$ cat config.mk
export PLATFORM = sky130hd
export DESIGN_NAME = pixel_row_packer
export DESIGN_NICKNAME = d
export VERILOG_FILES = /design/src/rtl/pixel_row_packer.sv
export SDC_FILE = /design/constraint.sdc
export NUM_CORES = 1
export LEC_CHECK = 0
export ABC_AREA = 1
export BUFFER_PORTS_ARGS = -buffer_cell sky130_fd_sc_hd__clkbuf_2
export CAP_MARGIN = 5
export CORE_MARGIN = 1
export CORE_UTILIZATION = 47
export CTS_BUF_LIST = sky130_fd_sc_hd__clkbuf_8 sky130_fd_sc_hd__clkbuf_16
export CTS_CLUSTER_SIZE = 25
export DETAILED_ROUTE_END_ITERATION = 10
export GPL_TIMING_DRIVEN = 0
export PLACE_DENSITY = 0.65
export SYNTH_ARGS = -nofsm -noshare
export SYNTH_HDL_FRONTEND = slang
export SYNTH_SLANG_ARGS = --single-unit
$ cat constraint.sdc
create_clock -name clk -period 2.18 [get_ports clk]
set_input_delay 0.436 -clock clk [delete_from_list [all_inputs] [get_ports clk]]
set_output_delay 0.436 -clock clk [all_outputs]
set_load 0.02 [all_outputs]
$ cat src/rtl/pixel_row_packer.sv
// pixel_row_packer
//
// Transmit side of the line-buffer row interface. Pixels arrive one per beat
// under a valid/ready handshake and are packed, pixel 0 at the LSB, into a
// wide word holding K image rows of W pixels. A full assembly word moves to
// a skid register. From there it is emitted as a single-cycle valid pulse
// toward the 3-row line buffer whenever the downstream side is ready. Each
// emitted word is counted, and frame_done_o flags the H-th word of a frame.
//
// Optional feature (macro PIXEL_ROW_PACKER_FLUSH_EN): adds flush_i. A flush
// closes a partially filled word early. The unfilled pixel positions are
// zero-filled and the word is queued for emission as if it were full.
//
// Ports:
//   clk          in   rising-edge clock
//   resetn       in   asynchronous active-low reset
//   flush_i      in   (PIXEL_ROW_PACKER_FLUSH_EN only) close partial word
//   pix_i        in   D*DATA_BITS pixel data
//   pix_valid_i  in   pix_i valid
//   pix_ready_o  out  packer can accept a pixel this cycle
//   row_data_o   out  D*W*DATA_BITS*K packed row word, held between pulses
//   row_valid_o  out  one-cycle pulse marking a new row_data_o
//   row_ready_i  in   downstream may take a row word (level)
//   frame_done_o out  pulse coincident with the H-th row_valid_o of a frame

`timescale 1ns/1ps

module pixel_row_packer #(
    parameter int DATA_BITS = 8,
    parameter int D         = 1,
    parameter int W         = 12,
    parameter int K         = 2,
    parameter int H         = 3
) (
    input  logic                           clk,
    input  logic                           resetn,
`ifdef PIXEL_ROW_PACKER_FLUSH_EN
    input  logic                           flush_i,
`endif
    input  logic [D*DATA_BITS-1:0]         pix_i,
    input  logic                           pix_valid_i,
    output logic                           pix_ready_o,
    output logic [D*W*DATA_BITS*K-1:0]     row_data_o,
    output logic                           row_valid_o,
    input  logic                           row_ready_i,
    output logic                           frame_done_o
);

    localparam int PIX_BITS  = D * DATA_BITS;
    localparam int ROW_BITS  = D * W * DATA_BITS * K;
    localparam int NPIX      = K * W;
    localparam int CNT_W     = (NPIX > 1) ? $clog2(NPIX) : 1;
    localparam int ROW_CNT_W = (H > 1) ? $clog2(H) : 1;

    localparam logic [CNT_W-1:0]     PIX_LAST = CNT_W'(NPIX - 1);
    localparam logic [ROW_CNT_W-1:0] ROW_LAST = ROW_CNT_W'(H - 1);

    logic [ROW_BITS-1:0]  asm_q, asm_d;
    logic [CNT_W-1:0]     pix_cnt_q, pix_cnt_d;
    logic                 asm_full_q, asm_full_d;
    logic [ROW_BITS-1:0]  skid_q, skid_d;
    logic                 skid_full_q, skid_full_d;
    logic [ROW_BITS-1:0]  row_data_q, row_data_d;
    logic                 row_valid_q, row_valid_d;
    logic [ROW_CNT_W-1:0] row_cnt_q, row_cnt_d;
    logic                 frame_done_q, frame_done_d;

    logic accept;
    logic emit;
    logic xfer;

`ifdef PIXEL_ROW_PACKER_FLUSH_EN
    int fill_start;
`endif

    // Ready depends only on registered state, never on pix_valid_i.
    assign pix_ready_o = !asm_full_q;
    assign accept      = pix_valid_i && pix_ready_o;

    // Emission requires row_valid_q low, so pulses are always separated by
    // at least one idle cycle.
    assign emit = skid_full_q && row_ready_i && !row_valid_q;

    // The skid register can take the assembly word if it is empty, or if it
    // is being emptied by an emission on this same edge.
    assign xfer = asm_full_q && (!skid_full_q || emit);

    always_comb begin
        asm_d        = asm_q;
        pix_cnt_d    = pix_cnt_q;
        asm_full_d   = asm_full_q;
        skid_d       = skid_q;
        skid_full_d  = skid_full_q;
        row_data_d   = row_data_q;
        row_valid_d  = 1'b0;
        row_cnt_d    = row_cnt_q;
        frame_done_d = 1'b0;
`ifdef PIXEL_ROW_PACKER_FLUSH_EN
        fill_start   = 0;
`endif

        if (accept) begin
            for (int p = 0; p < NPIX; p++) begin
                if (pix_cnt_q == CNT_W'(p)) begin
                    asm_d[p*PIX_BITS +: PIX_BITS] = pix_i;
                end
            end
            if (pix_cnt_q == PIX_LAST) begin
                pix_cnt_d  = '0;
                asm_full_d = 1'b1;
            end else begin
                pix_cnt_d = pix_cnt_q + 1'b1;
            end
        end

`ifdef PIXEL_ROW_PACKER_FLUSH_EN
        // A pixel accepted on the flush edge keeps its slot, so zero-fill
        // begins one position later in that case.
        if (flush_i && !asm_full_q && (pix_cnt_q != '0)) begin
            fill_start = int'(pix_cnt_q) + (accept ? 1 : 0);
            for (int p = 0; p < NPIX; p++) begin
                if (p >= fill_start) begin
                    asm_d[p*PIX_BITS +: PIX_BITS] = '0;
                end
            end
            asm_full_d = 1'b1;
            pix_cnt_d  = '0;
        end
`endif

        if (emit) begin
            row_data_d  = skid_q;
            row_valid_d = 1'b1;
            skid_full_d = 1'b0;
            if (row_cnt_q == ROW_LAST) begin
                row_cnt_d    = '0;
                frame_done_d = 1'b1;
            end else begin
                row_cnt_d = row_cnt_q + 1'b1;
            end
        end

        // Evaluated after emit, so a same-edge refill leaves the skid full.
        if (xfer) begin
            skid_d      = asm_q;
            skid_full_d = 1'b1;
            asm_full_d  = 1'b0;
        end
    end

    always_ff @(posedge clk or negedge resetn) begin
        if (!resetn) begin
            asm_q        <= '0;
            pix_cnt_q    <= '0;
            asm_full_q   <= 1'b0;
            skid_q       <= '0;
            skid_full_q  <= 1'b0;
            row_data_q   <= '0;
            row_valid_q  <= 1'b0;
            row_cnt_q    <= '0;
            frame_done_q <= 1'b0;
        end else begin
            asm_q        <= asm_d;
            pix_cnt_q    <= pix_cnt_d;
            asm_full_q   <= asm_full_d;
            skid_q       <= skid_d;
            skid_full_q  <= skid_full_d;
            row_data_q   <= row_data_d;
            row_valid_q  <= row_valid_d;
            row_cnt_q    <= row_cnt_d;
            frame_done_q <= frame_done_d;
        end
    end

    assign row_data_o   = row_data_q;
    assign row_valid_o  = row_valid_q;
    assign frame_done_o = frame_done_q;

endmodule

==> flow_summary_export.csv <==
group,metric,value,unit
floorplanning,dieArea,50000,um^2
global_routing,grt_pass1_vias,17990,
finish,nFillCells,4326,
routing,wl_per_cell,17.3,um
setup_path,crit_type,"register to register",
place,dpl-instance-area,25000,um^2
sta,tightest_slew,1.09,ns
cts,htreeDepth,2,
routing,vias,18214,
setup_path,path_depth,6,
cts,numCtsBuffers,59,
cts,cts_tree,"built",
routing,viasPerCell,5.19,
setup_path,arrival,2.60,ns
finish,final_area,26900,um^2
setup_path,cp_num_buf_inv,3,
power,p_per_area,1370,nW/um^2
floorplanning,die_h,223,um
synth,syn_avg_cell_area,8.93,um^2
routing,first_pass_iters,5,
setup_path,slowest_stage,"clkbuf_1",
sta,min_period_over_period,0.941,
floorplanning,placementRows,80,
synth,seq_area_frac_synth,0.637,
run_status,violations,"negative hold slack",
sta,finalHoldViolCount,88,
cts,clkSinkCount,587,
floorplanning,core,48000,um^2
synth,yosys.cell_types.count,21,
synth,syn_area,23100,um^2
setup_path,path_delay_family,"buffers and inverters",
flow_run,drv_cap,0,
place,place_ws,-0.202,ns
global_routing,antenna_found_initial,2,
setup_path,rr_worst_depth,6,
synth,synth_cells,2582,
power,p_leak,15.4,nW
finish,drive_gt1_frac,0.147,
setup_path,cp-start-kind,"register",
global_routing,grt_max_degree,120,
sta,maxSlewViolCount,0,
cts,clk_latency,0.63,ns
setup_path,slowest_delay,0.52,ns
setup_path,cp_max_fo,10,
cts,clock_path_buffers,3,
global_routing,track_usage,0.247,
sta,timing.fmax,488,MHz
floorplanning,io_pins,207,
global_routing,grt_pass1_wl,97.0,mm
floorplanning,die_w,223,um
sta,fin_ws,0.129,ns
finish,layout.nets,2869,
synth,yosys_warnings,0,
sta,fin_crit,2.05,ns
routing,routed_wl,60.8,mm
sta,rsz0062_at_grt,"false",
routing,drc,0,
cts,post_cts_buffers,0,
power,vdd.ir_drop.worst,0.795,mV
synth,syn_nets,2599,
setup_path,path_cells,"inv_1 -> ha_1 -> buf_2 -> clkbuf_1 -> nand4_1 -> nand2_1",
finish,syn2layout_area_growth,16.8,%
floorplanning,initial_core_util,0.480,
min_path,min_path_type,"input pin to asynchronous set/reset pin",
cts,root_buffer,"clkbuf_16",
routing,ant_nets,0,
run_status,status,"finished, violations left",
place,hpwl,42.0,mm
synth,ys_ff_latch,587,
global_routing,grt_overflow_total,0,
finish,final_util,0.560,
sta,setup_viol,0,
setup_path,cp.required,2.73,ns
sta,relSlewSlack,0.272,
cts,clk_pin_slew,0.06,ns
power,finalPower,36.9,mW
place,gp_congestion,0.882,
routing,drt_iter0_markers,1605,
setup_path,endpoint_kind,"register",
sta,finClkSkew,0.0308,ns
sta,hold_slack,-0.149,ns
place,io_buffers,206,
## cells in the final DEF, fill, tap and decap left out, types with 6 or more instances in the layout
| cell type | count |
|---|---|
| buf_1 | 9 |
| buf_2 | 75 |
| buf_4 | 9 |
| clkbuf_1 | 59 |
| clkbuf_16 | 60 |
| clkbuf_2 | 206 |
| clkbuf_8 | 14 |
| clkinv_2 | 11 |
| dfrtp_1 | 587 |
| inv_1 | 23 |
| nand2_1 | 1465 |
| nand3_1 | 211 |
| nand3_2 | 10 |
| nand4_1 | 96 |
| nor2_1 | 9 |
| nor2_2 | 6 |
| nor2_4 | 12 |
## path summary, 6_finish.rpt
path                                   start              end  slack, ns
worst min register to register   skid_q[110]  row_data_o[110]       0.46
worst max register to register  pix_cnt_q[0]        asm_q[68]       0.13
worst max-delay path            pix_cnt_q[0]        asm_q[68]       0.13
max in group asynchronous             resetn   row_data_o[35]       0.56
min in group clk                    pix_i[7]        asm_q[87]       0.14
worst min-delay path                  resetn  row_data_o[137]      -0.15
## where the power goes
part,switching (mW),internal [mW]
Combinational,6.77,3.00
Sequential,2.47,14.7
Clock,4.22,5.77
## cells in the mapped netlist, drive strengths merged
cell type | number | area share
clkbuf | 60 | 0.0098
nand3 | 221 | 0.050
nand4 | 96 | 0.026
nor2 | 27 | 0.0090
xor2 | 1 | 0.00038
dfrtp | 587 | 0.64
inv | 16 | 0.0026
nand2 | 1469 | 0.24
o21ai | 3 | 0.00065
buf | 96 | 0.021
nor3 | 1 | 0.00022
ha | 5 | 0.0027
## cell families (layout without fill, tap and decap cells)
kind of cell             after synthesis  count (layout)  synth area share
AO/OA/AOI/OAI                          3               3          0.000651
XOR/XNOR                               1               1          0.000380
adder cells (fa/ha/maj)                5               5           0.00271
buffers and inverters                172             485            0.0339
flip-flops                           587             587             0.637
other                                  0               2                 0
AND/OR/NAND/NOR                     1814            1814             0.325
## stage by stage
stage	cells	setup TNS [ns]
floorplan	2582	0
global placement	3403	-7277.35
detailed placement	3408	-14.14
CTS	3511	0
global route	3512	0
finish	3512	0
## cell type report
| type | count | area [um^2] | share of cell area |
|---|---|---|---|
| Antenna cell | 2 | 5.00 | 0.000186 |
| Multi-Input combinational cell | 1823 | 7590 | 0.282 |
| Tap cell | 615 | 769 | 0.0286 |
| Inverter | 16 | 60.1 | 0.00223 |
| Timing Repair Buffer | 211 | 1180 | 0.0437 |
| Sequential cell | 587 | 14700 | 0.546 |
| Buffer | 154 | 714 | 0.0265 |
| Clock inverter | 31 | 240 | 0.00892 |
| Clock buffer | 73 | 1680 | 0.0624 |
## metal layers
layer  wire [um]  global-route usage  part of all wire  vias up
met5           0                   0                 0        -
met4        1740              0.0884             0.029        0
met3        4040              0.0468             0.067      114
met2       28000               0.388              0.46      548
met1       27000               0.345              0.44     8871
li1            -                   -                 -     8681
## state kept, by name, summed over array words and instances (netlist names)
name,count
asm_q,192
row_data_o,192
skid_q,192
pix_cnt_q,5
row_cnt_q,2
asm_full_q,1
frame_done_o,1
row_valid_o,1
skid_full_q,1
## timing repair
| item | in CTS | in global routing |
|---|---|---|
| endpoints found under the hold margin | 88 | 88 |
| endpoints found under the setup margin | 8 | 16 |
| resized for setup | 0 | 1 |
| pin swaps | 0 | 0 |
Power figures use the tool's default switching activity.
